`src/rtl/demux_1to4_stream_pkg.sv`:
```
// demux_pkg: shared types and helpers for the 1:4 stream demultiplexer
package demux_pkg;
    localparam int NUM_CH = 4;
    typedef logic [1:0] ch_sel_t;
    typedef enum logic {ST_EMPTY, ST_FULL} dmx_state_t;
    function automatic logic [NUM_CH-1:0] onehot4(ch_sel_t s);
        return 4'b0001 << s;
    endfunction
endpackage

```
`src/rtl/demux_1to4_stream_sat_counter.sv`:
```
// sat_counter: synchronous-clear beat counter that sticks at its maximum value
module sat_counter #(
    parameter int CNT_W = 16
) (
    input  logic             clk,
    input  logic             clr,
    input  logic             inc,
    output logic [CNT_W-1:0] cnt
);
    always_ff @(posedge clk)
        if (clr) cnt <= '0;
        else if (inc && !(&cnt)) cnt <= cnt + 1'b1;
endmodule

```
`src/rtl/demux_1to4_stream.sv`:
```
// demux_1to4_stream: registered 1:4 valid/ready demux with per-channel saturating beat counters
module demux_1to4_stream
    import demux_pkg::*;
#(
    parameter int DATA_W = 8,
    parameter int CNT_W  = 16
) (
    input  logic                    clk,
    input  logic                    rst,
    input  logic                    in_valid,
    output logic                    in_ready,
    input  logic [DATA_W-1:0]       in_data,
    input  logic [1:0]              in_sel,
    output logic [NUM_CH-1:0]       out_valid,
    input  logic [NUM_CH-1:0]       out_ready,
    output logic [DATA_W-1:0]       out_data,
    output logic [NUM_CH*CNT_W-1:0] cnt_flat,
    input  logic                    cnt_clr
);
    dmx_state_t        state;
    logic [DATA_W-1:0] data_q;
    ch_sel_t           sel_q;
    logic              hit;
    logic              accept;
    logic [NUM_CH-1:0] fire;
    assign hit       = (state == ST_FULL) && out_ready[sel_q];
    // only the selected consumer's ready reaches the producer, so a full slot drains and refills in one cycle
    assign in_ready  = !rst && ((state == ST_EMPTY) || out_ready[sel_q]);
    assign accept    = in_valid && in_ready;
    assign out_valid = (state == ST_FULL) ? onehot4(sel_q) : '0;
    assign out_data  = data_q;
    assign fire      = out_valid & out_ready;
    always_ff @(posedge clk)
        if (rst) begin
            state  <= ST_EMPTY;
            data_q <= '0;
            sel_q  <= '0;
        end else if (accept) begin
            state  <= ST_FULL;
            data_q <= in_data;
            sel_q  <= in_sel;
        end else if (hit) begin
            state  <= ST_EMPTY;
        end
    for (genvar k = 0; k < NUM_CH; k++) begin : g_cnt
        sat_counter #(.CNT_W(CNT_W)) u_cnt (
            .clk (clk),
            .clr (rst || cnt_clr),
            .inc (fire[k]),
            .cnt (cnt_flat[k*CNT_W +: CNT_W])
        );
    end
endmodule

```
`config.mk`:
```
export PLATFORM = sky130hd
export DESIGN_NAME = demux_1to4_stream
export DESIGN_NICKNAME = d
export VERILOG_FILES = /design/src/rtl/demux_1to4_stream_pkg.sv /design/src/rtl/demux_1to4_stream_sat_counter.sv /design/src/rtl/demux_1to4_stream.sv
export SDC_FILE = /design/constraint.sdc
export NUM_CORES = 1
export LEC_CHECK = 0
export ABC_AREA = 0
export ABC_CLOCK_PERIOD_IN_PS = 1700
export BUFFER_PORTS_ARGS = -buffer_cell sky130_fd_sc_hd__buf_2
export CORE_MARGIN = 2
export CORE_UTILIZATION = 48
export DETAILED_ROUTE_END_ITERATION = 10
export GPL_TIMING_DRIVEN = 0
export PLACE_DENSITY = 0.74
export SYNTH_ARGS = -nofsm -noshare
export SYNTH_HDL_FRONTEND = slang
export SYNTH_SLANG_ARGS = --single-unit
```
`constraint.sdc`:
```
create_clock -name clk -period 1.7 [get_ports clk]
set_input_delay 0.34 -clock clk [delete_from_list [all_inputs] [get_ports clk]]
set_output_delay 0.34 -clock clk [all_outputs]
set_load 0.03 [all_outputs]
```
; Word level (Yosys, flattened, before mapping)
; Cells that the tools add are included.
[op_classes]
bitwise = 2
reduce_logical = 19
n_shift = 1
mux = 5
n_lt_le_gt_ge = 1
addsub = 4
[ops]
columns = cell, n
row1 = 16-bit by 1-bit adder with 16-bit output (second input constant), 4
row2 = 16-bit AND reduction, 4
row3 = 1-bit logical AND, 7
row4 = 1-bit logical NOT, 5
row5 = 4-bit AND, 1
row6 = 4-bit 2-to-1 mux, 1
row7 = 1-bit by 2-bit left shift with 4-bit output (first input constant), 1
row8 = 2-bit by 3-bit < comparator with 1-bit output (second input constant), 1
row9 = 1-bit 2-to-1 mux, 3
row10 = 1-bit binary-select mux with 2-bit select, 1
row11 = 1-bit logical OR, 2
row12 = 2-bit nonzero test, 1
row13 = 1-bit inverter, 1
[totals]
inputBits = 18
word_cells = 39
ff_bits = 75
out_inout_bits = 77

; Longest topological paths before layout
; Gate-level depths: netlist of run 1.
[depth]
ltp_word = 6
depth_mapped = 7
mapped_depth_nobuf = 6

; Modules after synthesis
; A second synthesis of run 1 with hierarchy kept.
[unflattened]
hier_cells = 449
hier_area_um2 = 3945.0
[by_module_without_submodules]
columns = module, n_inst, area_each_um2, seq_area_each_um2, cells_per_inst
row1 = sat_counter, 4, 833.3, 320.3, 96
row2 = demux_1to4_stream, 1, 611.8, 220.2, 65

; Least setup slack after synthesis of run 1
; Ideal clock, no wire load.
[synth_path]
path_kind = register to register
from = register g_cnt[3].u_cnt.cnt[0]
to = register g_cnt[3].u_cnt.cnt[14]
path_slack_ns = -0.242
arrival_ns = 1.814
synth_period_minus_slack_ns = 1.942
setup_time_ns = 0.128
stages_incl_launch_ff = 7
t_required_ns = 1.572
path_buffers = 0
cell_sequence = dfxtp_1 > ha_1 > inv_1 > or4_4 > nor3b_2 > xnor2_1 > nor2_1
[synth_via]
elab_chain_cells = 3
word_cells_on_any_way = 4
cone_classes = add/sub: 1 / reduce/logical: 3
[synth_rtl]
columns = element, line_no
row1 = start: declaration, demux_1to4_stream_sat_counter.sv:8  ; output logic [CNT_W-1:0] cnt
row2 = start signal: assignment, demux_1to4_stream_sat_counter.sv:12  ; else if (inc && !(&cnt)) cnt <= cnt + 1'b1;
row3 = "parallel branches: the longest is 3 deep, another holds 16-bit by 1-bit adder with 16-bit output", --
; Several ways; the timed one is not identified.
; A chain may end at the register's enable or synchronous reset.

; Worst setup path in the final report of run 1
[layout_path]
from = register sel_q[0]
to = output in_ready
[layout_via]
elab_chain_cells = 4
[layout_rtl]
columns = element, line_no
row1 = start: declaration, demux_1to4_stream.sv:22  ; ch_sel_t sel_q;
row2 = start signal: assignment, demux_1to4_stream.sv:41  ; sel_q <= in_sel;
row3 = 1-bit binary-select mux with 2-bit select, demux_1to4_stream.sv:28  ; assign in_ready = !rst && ((state == ST_EMPTY) || out_ready[sel_q]);
row4 = 1-bit 2-to-1 mux (not written as such), demux_1to4_stream.sv:28
row5 = 1-bit logical OR, demux_1to4_stream.sv:28
row6 = 1-bit logical AND, demux_1to4_stream.sv:28
row7 = end: declaration, demux_1to4_stream.sv:11  ; output logic in_ready,
; Every way passes these cells. The select of a mux whose other input is x is not followed.

==> summary.txt, run 1 <==
Worst setup SP type -> flip-flop
1st-iter DRT viols -> 130
Worst Path Max Fanout -> 2
EDFF count, synth -> 0
Routability cong. -> 0.886
Worst vdd ir -> 597 uV
H-tree depth -> 3
Ys async rst share -> 0%
Worst Max-Slew Pin Slew -> 647 ps
Max-cap violations -> 0
Crit. Startpoint -> sel_q[0]
Comb power frac -> 9.2%
CP Capture Point -> in_ready
Inst Count DP -> 598
Vias/cell -> 5.63
Switching power -> 845 uW
Post-Syn Nets -> 427
Top Ports -> 95
Max incr delay on CP -> 530 ps
Hold Path Stages -> 2
Crit path DAT -> 1560 ps
#FFs+latches synth -> 75
WS Path Type -> flip-flop to output pin
Die Y-Extent -> 91.4 um
Nets@finish -> 570
Clock sink count -> 75
Crit end category -> output pin
Drt first pass iters -> 5
Clock Tree Buf Depth -> 2
Antenna-violating nets left -> 0
Int Power -> 2.68 mW
Vias in the first global route -> 3336
Via Count -> 3673
Crit path depth -> 4
Max-slew violation count -> 0
CTS clk-pin slew, worst paths -> 80 ps
FP Rows -> 31
Reg-to-reg setup timing slack -> -190 ps
CP required -> 1360 ps
Port Buffers -> 94
Failing checks -> negative setup slack
FMAX -> 527 MHz
Minimum clock period -> 1900 ps
GRT overflow -> 0
DR WL/cell -> 16.5 um
Mapped cell area -> 3670 um2
Ratio of cells with drive above 1 in the final layout -> 47.7%
Syn-to-layout area delta -> 48.5%
Yosys cell types -> 55
# DRC -> 0
Worst-Skew Late Latency -> 340 ps
Cells after Synth -> 405
Yosys Warn Count -> 0
Post-CTS Hold Buffers -> 0
Die area -> 8360 um2
Antenna diode count -> 0
Dpl ws -> -183 ps
P_leak -> 2.22 nW
RSZ-0062 raised after global routing -> true
WL final -> 10800 um
HP Class -> input port to flip-flop
Crit-path slowest cell -> mux4_2
Top_reg_cell synth -> dfxtp_1
Critical path's top delay family -> multiplexers
Status -> finished with violations
Initial antenna violation count -> 0
Final period util -> 112%
First-pass GRT wire length -> 15700 um
CTS buffer count -> 9
Hold Vio Cnt, Final -> 0
Die width -> 91.4 um
Switching Fraction -> 24.0%
CTS tree -> yes
Largest net degree at the start of global routing -> 13
Reg power frac -> 50.6%
Setup violators final -> 48
Setup WS post-layout -> -198 ps
Syn Area/Cell -> 9.06 um2
Total GRT Usage -> 23.1%
Fin Clk Skew -> 7.28 ps
Power, Total -> 3.52 mW
DP HPWL -> 6540 um
R2r endpoint -> g_cnt[0].u_cnt.cnt[11]
Fillers -> 499
Register area share after synthesis -> 40.9%
Path depth of the worst reg2reg path -> 7
Relative slew slack -> 56.9%
Clk root buf -> clkbuf_8
Buffers & Inverters on Critical Path -> 1
Core ar. -> 7330 um2
Final std cells w/o fill -> 652
Initial core utilization -> 50.0%
Cells along the critical path -> mux4_2, nor2b_4, nor2_4, buf_6
Total power divided by cell area -> 646 nW/um2
Worst r2r src -> sel_q[0]
Clock Power Share -> 40.2%
cell families after synthesis:
| logic type | synth area share, % |
|---|---|
| adders and majority gates | 1.36 |
| muxes | 3.96 |
| buffers and inverters | 2.15 |
| and+or+nand+nor | 33.7 |
| AOI/OAI and AO/OA | 7.61 |
| xor gates and xnor gates | 10.3 |
| DFF | 40.9 |
placed cells by master (no fill, tap or decap), drive strengths merged, types with 4 or more instances in the layout:
master / count
nand4: 18
nand2: 34
o21ai: 10
ha: 4
inv: 6
a31oi: 5
nor3: 8
buf: 135
and3: 8
nand4b: 4
clkbuf: 20
a21oi: 7
nor2: 65
o211ai: 5
nor2b: 12
nor4: 11
dfxtp: 75
a211oi: 5
and4: 7
xnor2: 26
or4: 4
mux2: 10
nor3b: 4
nand3: 22
nor4b: 5
xor2: 17
worst min-delay path by stage:
| stage | startpoint | slack (ps) | endpoint |
|---|---|---|---|
| 4_1_cts | in_data[7] | 220 | out_data[7] |
| 3_5_place_dp | g_cnt[3].u_cnt.cnt[5] | 470 | g_cnt[3].u_cnt.cnt[5] |
| 2_1_floorplan | in_valid | 460 | state |
| 6_report | in_data[3] | 230 | out_data[3] |
| 5_1_grt | in_data[7] | 210 | out_data[7] |
| 3_3_place_gp | g_cnt[3].u_cnt.cnt[5] | 460 | g_cnt[3].u_cnt.cnt[5] |
metrics by stage:
stage               TNS [ps]  util [%]  hold slack [ps]  instance area (um2)
detailed placement     -6760      59.2              468                 4340
floorplan               -200         -              461                 3740
global placement       -4970      59.2              463                 4340
global route           -7730      74.3              213                 5450
finish                 -4380      74.3              231                 5450
CTS                    -1470      66.1              217                 4850
state kept, by name, summed over array words and instances, names as in the netlist:
register         count
out_data             8
g_cnt.u_cnt.cnt     64
state                1
sel_q                2
layer usage:
metal / vias up / routed length [um] / track usage, %
li1: 1754 / - / -
met1: 1775 / 4620 / 29.1
met4: 0 / 233 / 8.46
met2: 122 / 5340 / 38.7
met3: 22 / 556 / 5.23
met5: - / 0 / 0
timing repair:
item                                    4_1_cts  5_1_grt
gates cloned                                  2        0
pin swaps                                    15       48
hold endpoints to repair                      0        0
endpoints found under the setup margin       31       71
gates resized for setup                      31       97
buffers inserted                             17       21
power groups by stage:
stage | clock network [mW] | registers, mW | logic (mW)
6_report | 1.41 | 1.78 | 0.325
5_1_grt | 1.52 | 1.78 | 0.340
4_1_cts | 1.44 | 1.78 | 0.277
3_5_place_dp | 0 | 1.83 | 0.230
3_3_place_gp | 0 | 1.82 | 0.225
2_1_floorplan | 0 | 1.86 | 0.116
synth_stat cells, types with 5 or more instances:
cell type / instances / area (um2)
nand2_1: 32 / 120
inv_1: 5 / 18.8
xor2_1: 17 / 149
nand4_1: 13 / 81.3
nor4_1: 7 / 43.8
a31oi_1: 5 / 31.3
o21ai_0: 8 / 40.0
mux2_2: 10 / 113
clkbuf_1: 9 / 33.8
and3_1: 8 / 50.1
nor2b_1: 12 / 75.1
o211ai_1: 5 / 37.5
xnor2_1: 26 / 228
nor2_1: 65 / 244
nand3_1: 21 / 105
a211oi_1: 5 / 37.5
nor3_1: 8 / 40.0
a21oi_1: 7 / 35.0
and4_1: 6 / 52.6
dfxtp_1: 75 / 1500
layout make-up:
type / instances / area [um2] / share of cell area, %
multi-input combinational: 314 / 2660 / 48.9
sequential: 75 / 1550 / 28.5
timing repair buffer: 132 / 830 / 15.2
clock buffer: 12 / 156 / 2.87
tap: 99 / 124 / 2.27
buffer: 11 / 60.1 / 1.10
clock inverter: 4 / 46.3 / 0.850
inverter: 5 / 18.8 / 0.344
No activity file was read; power rests on OpenSTA's default activity.
==> inputs of run 2 (changes only) <==
--- a/config.mk
+++ b/config.mk
@@ -13,5 +13,5 @@
 export DETAILED_ROUTE_END_ITERATION = 10
 export GPL_TIMING_DRIVEN = 0
-export PLACE_DENSITY = 0.74
+export PLACE_DENSITY = 0.76
 export SYNTH_ARGS = -nofsm -noshare
 export SYNTH_HDL_FRONTEND = slang
==> constraint.sdc (replaced) <==
create_clock -name clk -period 1.7 [get_ports clk]
set_input_delay 0.085 -clock clk [delete_from_list [all_inputs] [get_ports clk]]
set_output_delay 0.085 -clock clk [all_outputs]
set_load 0.03 [all_outputs]
==> run 2 against run 1 <==
- clock power up 3%
- core utilization down 5.4 points
- non-clock buffer count down 11
- power down 0.25%
- fmax up 11%
- worst setup slack better by 190 ps
- largest power group unchanged
- global-route usage down 0.72 points
- via count down 3.1%
- clock-buffer cell count unchanged
- first-iteration DRC count up 22%
- cell count down 1.7%
- the flow still finishes with violations (negative setup slack)
==> summary.txt, run 2 (synthesis results as in run 1) <==
Worst Max-Slew Pin Slew -> 670 ps (+23.1 ps)
FP Rows -> 31 (unchanged)
Most flops, register -> g_cnt.u_cnt.cnt
Worst-Skew Late Latency -> 350 ps (about the same)
Top Ports -> 95 (unchanged)
CTS tree -> yes
Hold Vio Cnt, Final -> 0 (unchanged)
Max incr delay on CP -> 570 ps (+40 ps)
CTS clk-pin slew, worst paths -> 80 ps (about the same)
CP required -> 1920 ps (+560 ps)
Routability cong. -> 0.908 (+2.5%)
Commonest non-fill, non-tap cell in the layout -> buf_2
Most frequent cells in the layout -> 93 x buf_2, 62 x nor2_1, 49 x dfxtp_1
Nets@finish -> 559 (-1.9%)
Hold Path Stages -> 3 (+1)
Port Buffers -> 94 (unchanged)
WL final -> 9760 um (-9.2%)
Total power divided by cell area -> 695 nW/um2 (+7.6%)
# DRC -> 0 (unchanged)
Crit-path slowest cell -> or4_4
Status -> finished with violations
Crit end category -> flip-flop
Total GRT Usage -> 22.4% (-0.72 points)
Max-cap violations -> 0 (unchanged)
Clock sink count -> 75 (unchanged)
Worst Hold Slack -> 61.0 ps (-170 ps)
1st-iter DRT viols -> 158 (+22%)
Crit path DAT -> 1930 ps (+370 ps)
Final period util -> 100% (-11 points)
DR WL/cell -> 15.2 um (-7.7%)
Largest net degree at the start of global routing -> 14 (+1)
DP HPWL -> 6570 um (+0.46%)
First-pass GRT wire length -> 15400 um (-2.5%)
Core ar. -> 7330 um2 (unchanged)
Fillers -> 578 (+16%)
Placed instance area -> 4340 um2 (unchanged)
GRT overflow -> 0 (unchanged)
Worst setup SP type -> flip-flop
Drt first pass iters -> 4 (-1)
Initial antenna violation count -> 0 (unchanged)
Antenna-violating nets left -> 0 (unchanged)
Power, Total -> 3.51 mW (-0.25%)
Path depth of the worst reg2reg path -> 6 (-1)
Vias/cell -> 5.55 (-1.5%)
Setup violators final -> 2 (-96%)
Worst vdd ir -> 583 uV (-2.4%)
Setup WS post-layout -> -7.77 ps (+191 ps)
Minimum clock period -> 1710 ps (-191 ps)
CTS buffer count -> 9 (unchanged)
Dpl ws -> -148 ps (+34.5 ps)
Cells along the critical path -> ha_4, inv_1, or4_4, nor3b_2, xnor2_1, nor2_1
Vias in the first global route -> 3278 (-1.7%)
Die width -> 91.4 um (unchanged)
Max-slew violation count -> 0 (unchanged)
HP Class -> input port to flip-flop
Fin Clk Skew -> 5.19 ps (-2.09 ps)
Initial core utilization -> 50.0% (unchanged)
Relative slew slack -> 55.3% (-1.5 points)
H-tree depth -> 3 (unchanged)
Final instance area -> 5050 um2 (-7.3%)
Worst Path Max Fanout -> 6 (+4)
Failing checks -> negative setup slack
Largest register FFs -> 64 (unchanged)
Clock Tree Buf Depth -> 2 (unchanged)
Via Count -> 3558 (-3.1%)
Syn-to-layout area delta -> 37.7%
FMAX -> 586 MHz (+11%)
Antenna diode count -> 0 (unchanged)
Die Y-Extent -> 91.4 um (unchanged)
Clk root buf -> clkbuf_8
RSZ-0062 raised after global routing -> true
P_leak -> 2.08 nW (-6.6%)
Ratio of cells with drive above 1 in the final layout -> 39.9% (-7.9 points)
Die area -> 8360 um2 (unchanged)
WS Path Type -> flip-flop to flip-flop
==> run 2: cell count changes in the layout (fill, tap and decap cells not counted), sizes merged <==
| cell | delta |
|---|---|
| clkbuf | +1 |
| dlygate4sd3 | +10 |
| buf | -22 |
| clkinvlp | +1 |
| inv | -1 |
==> run 2: worst paths after layout <==
kind | slack, ps | endpoint | startpoint
worst max-delay path | -8 | g_cnt[3].u_cnt.cnt[14] | g_cnt[3].u_cnt.cnt[1]
worst min-delay path | 60 | state | in_valid
worst max register to register | -8 | g_cnt[3].u_cnt.cnt[14] | g_cnt[3].u_cnt.cnt[1]
worst min register to register | 500 | g_cnt[3].u_cnt.cnt[5] | g_cnt[3].u_cnt.cnt[5]
==> run 2: routing by layer <==
layer / GRT usage, % / vias to the layer above / share of wire, %
li1: - / 1720 / -
met1: 27.2 / 1729 / 42
met2: 39.5 / 94 / 51
met3: 3.49 / 15 / 4.9
met4: 8.84 / 0 / 1.6
met5: 0 / - / 0
==> run 2: cell type report <==
class                   instances  area [um2]  area share (%)
well taps                      99         124            2.45
multi-input cells             314        2380            47.2
plain buffers                  11        56.3            1.11
clock inverters                 4        47.5           0.941
flip-flops and latches         75        1550            30.7
repair buffers                121         708            14.0
inverters                       5        18.8           0.371
clock buffers                  12         166            3.29
==> run 2: repair_timing <==
| action | in CTS | in global routing |
|---|---|---|
| hold buffers | 10 | 0 |
| pin swaps | 8 | 15 |
| cloned | 1 | 1 |
| endpoints found under the setup margin | 29 | 46 |
| hold endpoints to repair | 10 | 0 |
| resized for setup | 14 | 41 |
| buffers inserted | 7 | 10 |
==> run 2: through the flow <==
step | std cells | TNS [ps] | util, %
floorplan | 405 | -200 | -
global placement | 598 | -595 | 59.2
detailed placement | 598 | -969 | 59.2
CTS | 631 | -0.840 | 65.1
global route | 641 | -350 | 68.9
finish | 641 | -8.13 | 68.9
==> run 2: where the power goes <==
group | total (mW) | switching [mW] | internal, mW
clock | 1.45 | 0.649 | 0.803
sequential | 1.78 | 0.0132 | 1.77
combinational | 0.276 | 0.159 | 0.117
total | 3.51 | 0.821 | 2.69
==> run 2: worst max-delay path: cells and delay by family, from the launching register on <==
kind	cells	cell delay (ps)
simple gates	3	840
flops	1	390
fa+ha+maj	1	170
xor+xnor	1	140
buf+inv	1	40
==> inputs of run 3 (changes only) <==
- CORE_UTILIZATION: 48 -> 40
- PLACE_DENSITY: 0.76 -> 0.66
==> run 3 against run 2 <==
- the flow still finishes with violations (negative setup slack)
- critical endpoint is now g_cnt[1].u_cnt.cnt[15]
- via count down 0.87%
- clock power down 14%
- die area up 19%
- core utilization down 10 points
- fmax down 1.9%
- design area up 2.5%
- power down 4.9%
- clock-buffer cell count up 2
- global-route usage down 3.7 points
- hold slack better by 90 ps
==> summary.txt, run 3 (synthesis results as in run 1) <==
Status -> finished with violations
Clk root buf -> clkbuf_8
Initial core utilization -> 41.7% (-8.4 points)
Hold Path Stages -> 4 (+1)
Relative slew slack -> 57.0% (+1.6 points)
Total power divided by cell area -> 645 nW/um2 (-7.2%)
FP Rows -> 34 (+9.7%)
Worst Max-Slew Pin Slew -> 645 ps (-24.6 ps)
DP HPWL -> 6560 um (-0.14%)
Min-delay src -> cnt_clr
Syn-to-layout area delta -> 41.2%
Clock Tree Buf Depth -> 2 (unchanged)
RSZ-0062 raised after global routing -> true
Vias/cell -> 5.33 (-4.0%)
WS Path Type -> flip-flop to flip-flop
Reg-to-reg setup timing slack -> -40 ps (-30 ps)
Worst Path Max Fanout -> 8 (+2)
TNS Setup -> -82.0 ps (-73.9 ps)
HP Class -> input port to flip-flop
Final std cells w/o fill -> 662 (+3.3%)
Failing checks -> negative setup slack
Routability cong. -> 0.833 (-8.3%)
Most flops, register -> g_cnt.u_cnt.cnt
Vias in the first global route -> 3229 (-1.5%)
Clock sink count -> 75 (unchanged)
CTS clk-pin slew, worst paths -> 70 ps (about the same)
Final period util -> 102% (+1.9 points)
Commonest non-fill, non-tap cell in the layout -> buf_2
Die area -> 9950 um2 (+19%)
Worst vdd ir -> 385 uV (-34%)
FMAX -> 575 MHz (-1.9%)
Initial antenna violation count -> 0 (unchanged)
Fin Clk Skew -> 8.10 ps (+2.91 ps)
CP required -> 1910 ps (about the same)
Top Ports -> 95 (unchanged)
Dpl ws -> -166 ps (-17.5 ps)
Setup violators final -> 5 (+3)
Worst r2r src -> sel_q[0]
Die width -> 99.8 um (+9.1%)
Max-cap violations -> 0 (unchanged)
First-pass GRT wire length -> 15200 um (-1.3%)
GRT overflow -> 0 (unchanged)
Inst Count DP -> 607 (+1.5%)
Worst setup SP type -> flip-flop
Worst Hold Slack -> 151 ps (+90.1 ps)
Crit path DAT -> 1950 ps (+20 ps)
Largest register FFs -> 64 (unchanged)
Max-slew violation count -> 0 (unchanged)
Antenna-violating nets left -> 0 (unchanged)
# DRC -> 0 (unchanged)
Crit end category -> flip-flop
Via Count -> 3527 (-0.87%)
CTS buffer count -> 9 (unchanged)
DR WL/cell -> 15.1 um (-0.97%)
R2r endpoint -> g_cnt[1].u_cnt.cnt[15]
Port Buffers -> 94 (unchanged)
Die Y-Extent -> 99.8 um (+9.1%)
Nets@finish -> 571 (+2.1%)
Core ar. -> 8810 um2 (+20%)
Drt first pass iters -> 4 (unchanged)
Most frequent cells in the layout -> 93 x buf_2, 61 x nor2_1, 46 x dfxtp_1
Largest net degree at the start of global routing -> 12 (-2)
Path depth of the worst reg2reg path -> 8 (+2)
1st-iter DRT viols -> 127 (-20%)
Minimum clock period -> 1740 ps (+32.2 ps)
Worst-Skew Late Latency -> 340 ps (about the same)
WL final -> 9980 um (+2.3%)
Setup WS post-layout -> -40.0 ps (-32.2 ps)
Hold EP -> g_cnt[1].u_cnt.cnt[3]
Hold Vio Cnt, Final -> 0 (unchanged)
Antenna diode count -> 0 (unchanged)
Layout Utilization -> 58.8% (-10 points)
CTS tree -> yes
Ratio of cells with drive above 1 in the final layout -> 42.1% (+2.2 points)
Total GRT Usage -> 18.8% (-3.7 points)
H-tree depth -> 3 (unchanged)
P_leak -> 2.17 nW (+4.6%)
## run 3: worst max path at each step
stage / start / to / slack [ps] / cells past startpoint
2_1_floorplan: g_cnt[1].u_cnt.cnt[0] / g_cnt[1].u_cnt.cnt[3] / -60 / 7
3_3_place_gp: g_cnt[1].u_cnt.cnt[0] / g_cnt[1].u_cnt.cnt[3] / -170 / 7
3_5_place_dp: g_cnt[1].u_cnt.cnt[0] / g_cnt[1].u_cnt.cnt[4] / -170 / 7
4_1_cts: g_cnt[1].u_cnt.cnt[1] / g_cnt[1].u_cnt.cnt[2] / -20 / 8
5_1_grt: sel_q[0] / g_cnt[1].u_cnt.cnt[13] / -160 / 8
6_report: sel_q[0] / g_cnt[1].u_cnt.cnt[15] / -40 / 8
## run 3: metrics by stage
stage | power [mW] | area [um2]
after global placement | 2.05 | 4350
final | 3.34 | 5180
after CTS | 3.33 | 4740
after detailed placement | 2.05 | 4350
after global routing | 3.46 | 5180
after floorplan | 1.97 | 3740
## run 3: layout make-up
class | count | area, um2
fillers | 786 | 3630
multi-input cells | 313 | 2410
flip-flops and latches | 75 | 1550
repair buffers | 134 | 821
clock buffers | 14 | 163
well taps | 108 | 135
plain buffers | 11 | 67.6
inverters | 5 | 18.8
clock inverters | 2 | 10.0
## run 3: repair_timing
item | 4_1_cts | 5_1_grt
pin swaps | 8 | 32
cloned | 0 | 1
buffers inserted | 7 | 22
hold buffers | 11 | 0
endpoints found under the setup margin | 29 | 64
resized for setup | 13 | 60
hold endpoints to repair | 11 | 0
## run 3: worst max-delay path, cell delays in order (launching register included)
cell and delay [ps]:
dfxtp_4 370, buf_8 130, buf_6 100, nand4b_1 200, nor4_4 300, buf_4 190
nand4_1 110, xor2_1 160, nor2_1 50
## run 3: power breakdown
group	switching, mW	internal [mW]	total [mW]	leakage (nW)
combinational	0.171	0.147	0.318	1.46
clock	0.629	0.608	1.24	0.0905
sequential	0.0144	1.77	1.78	0.623
## run 3: routing by layer
metal,up-vias,share of wire [%],track usage [%]
li1,1759,-,-
met1,1662,46,24.3
met2,90,47,29.9
met3,16,5.2,4.08
met4,0,1.6,8.64
met5,-,0,0
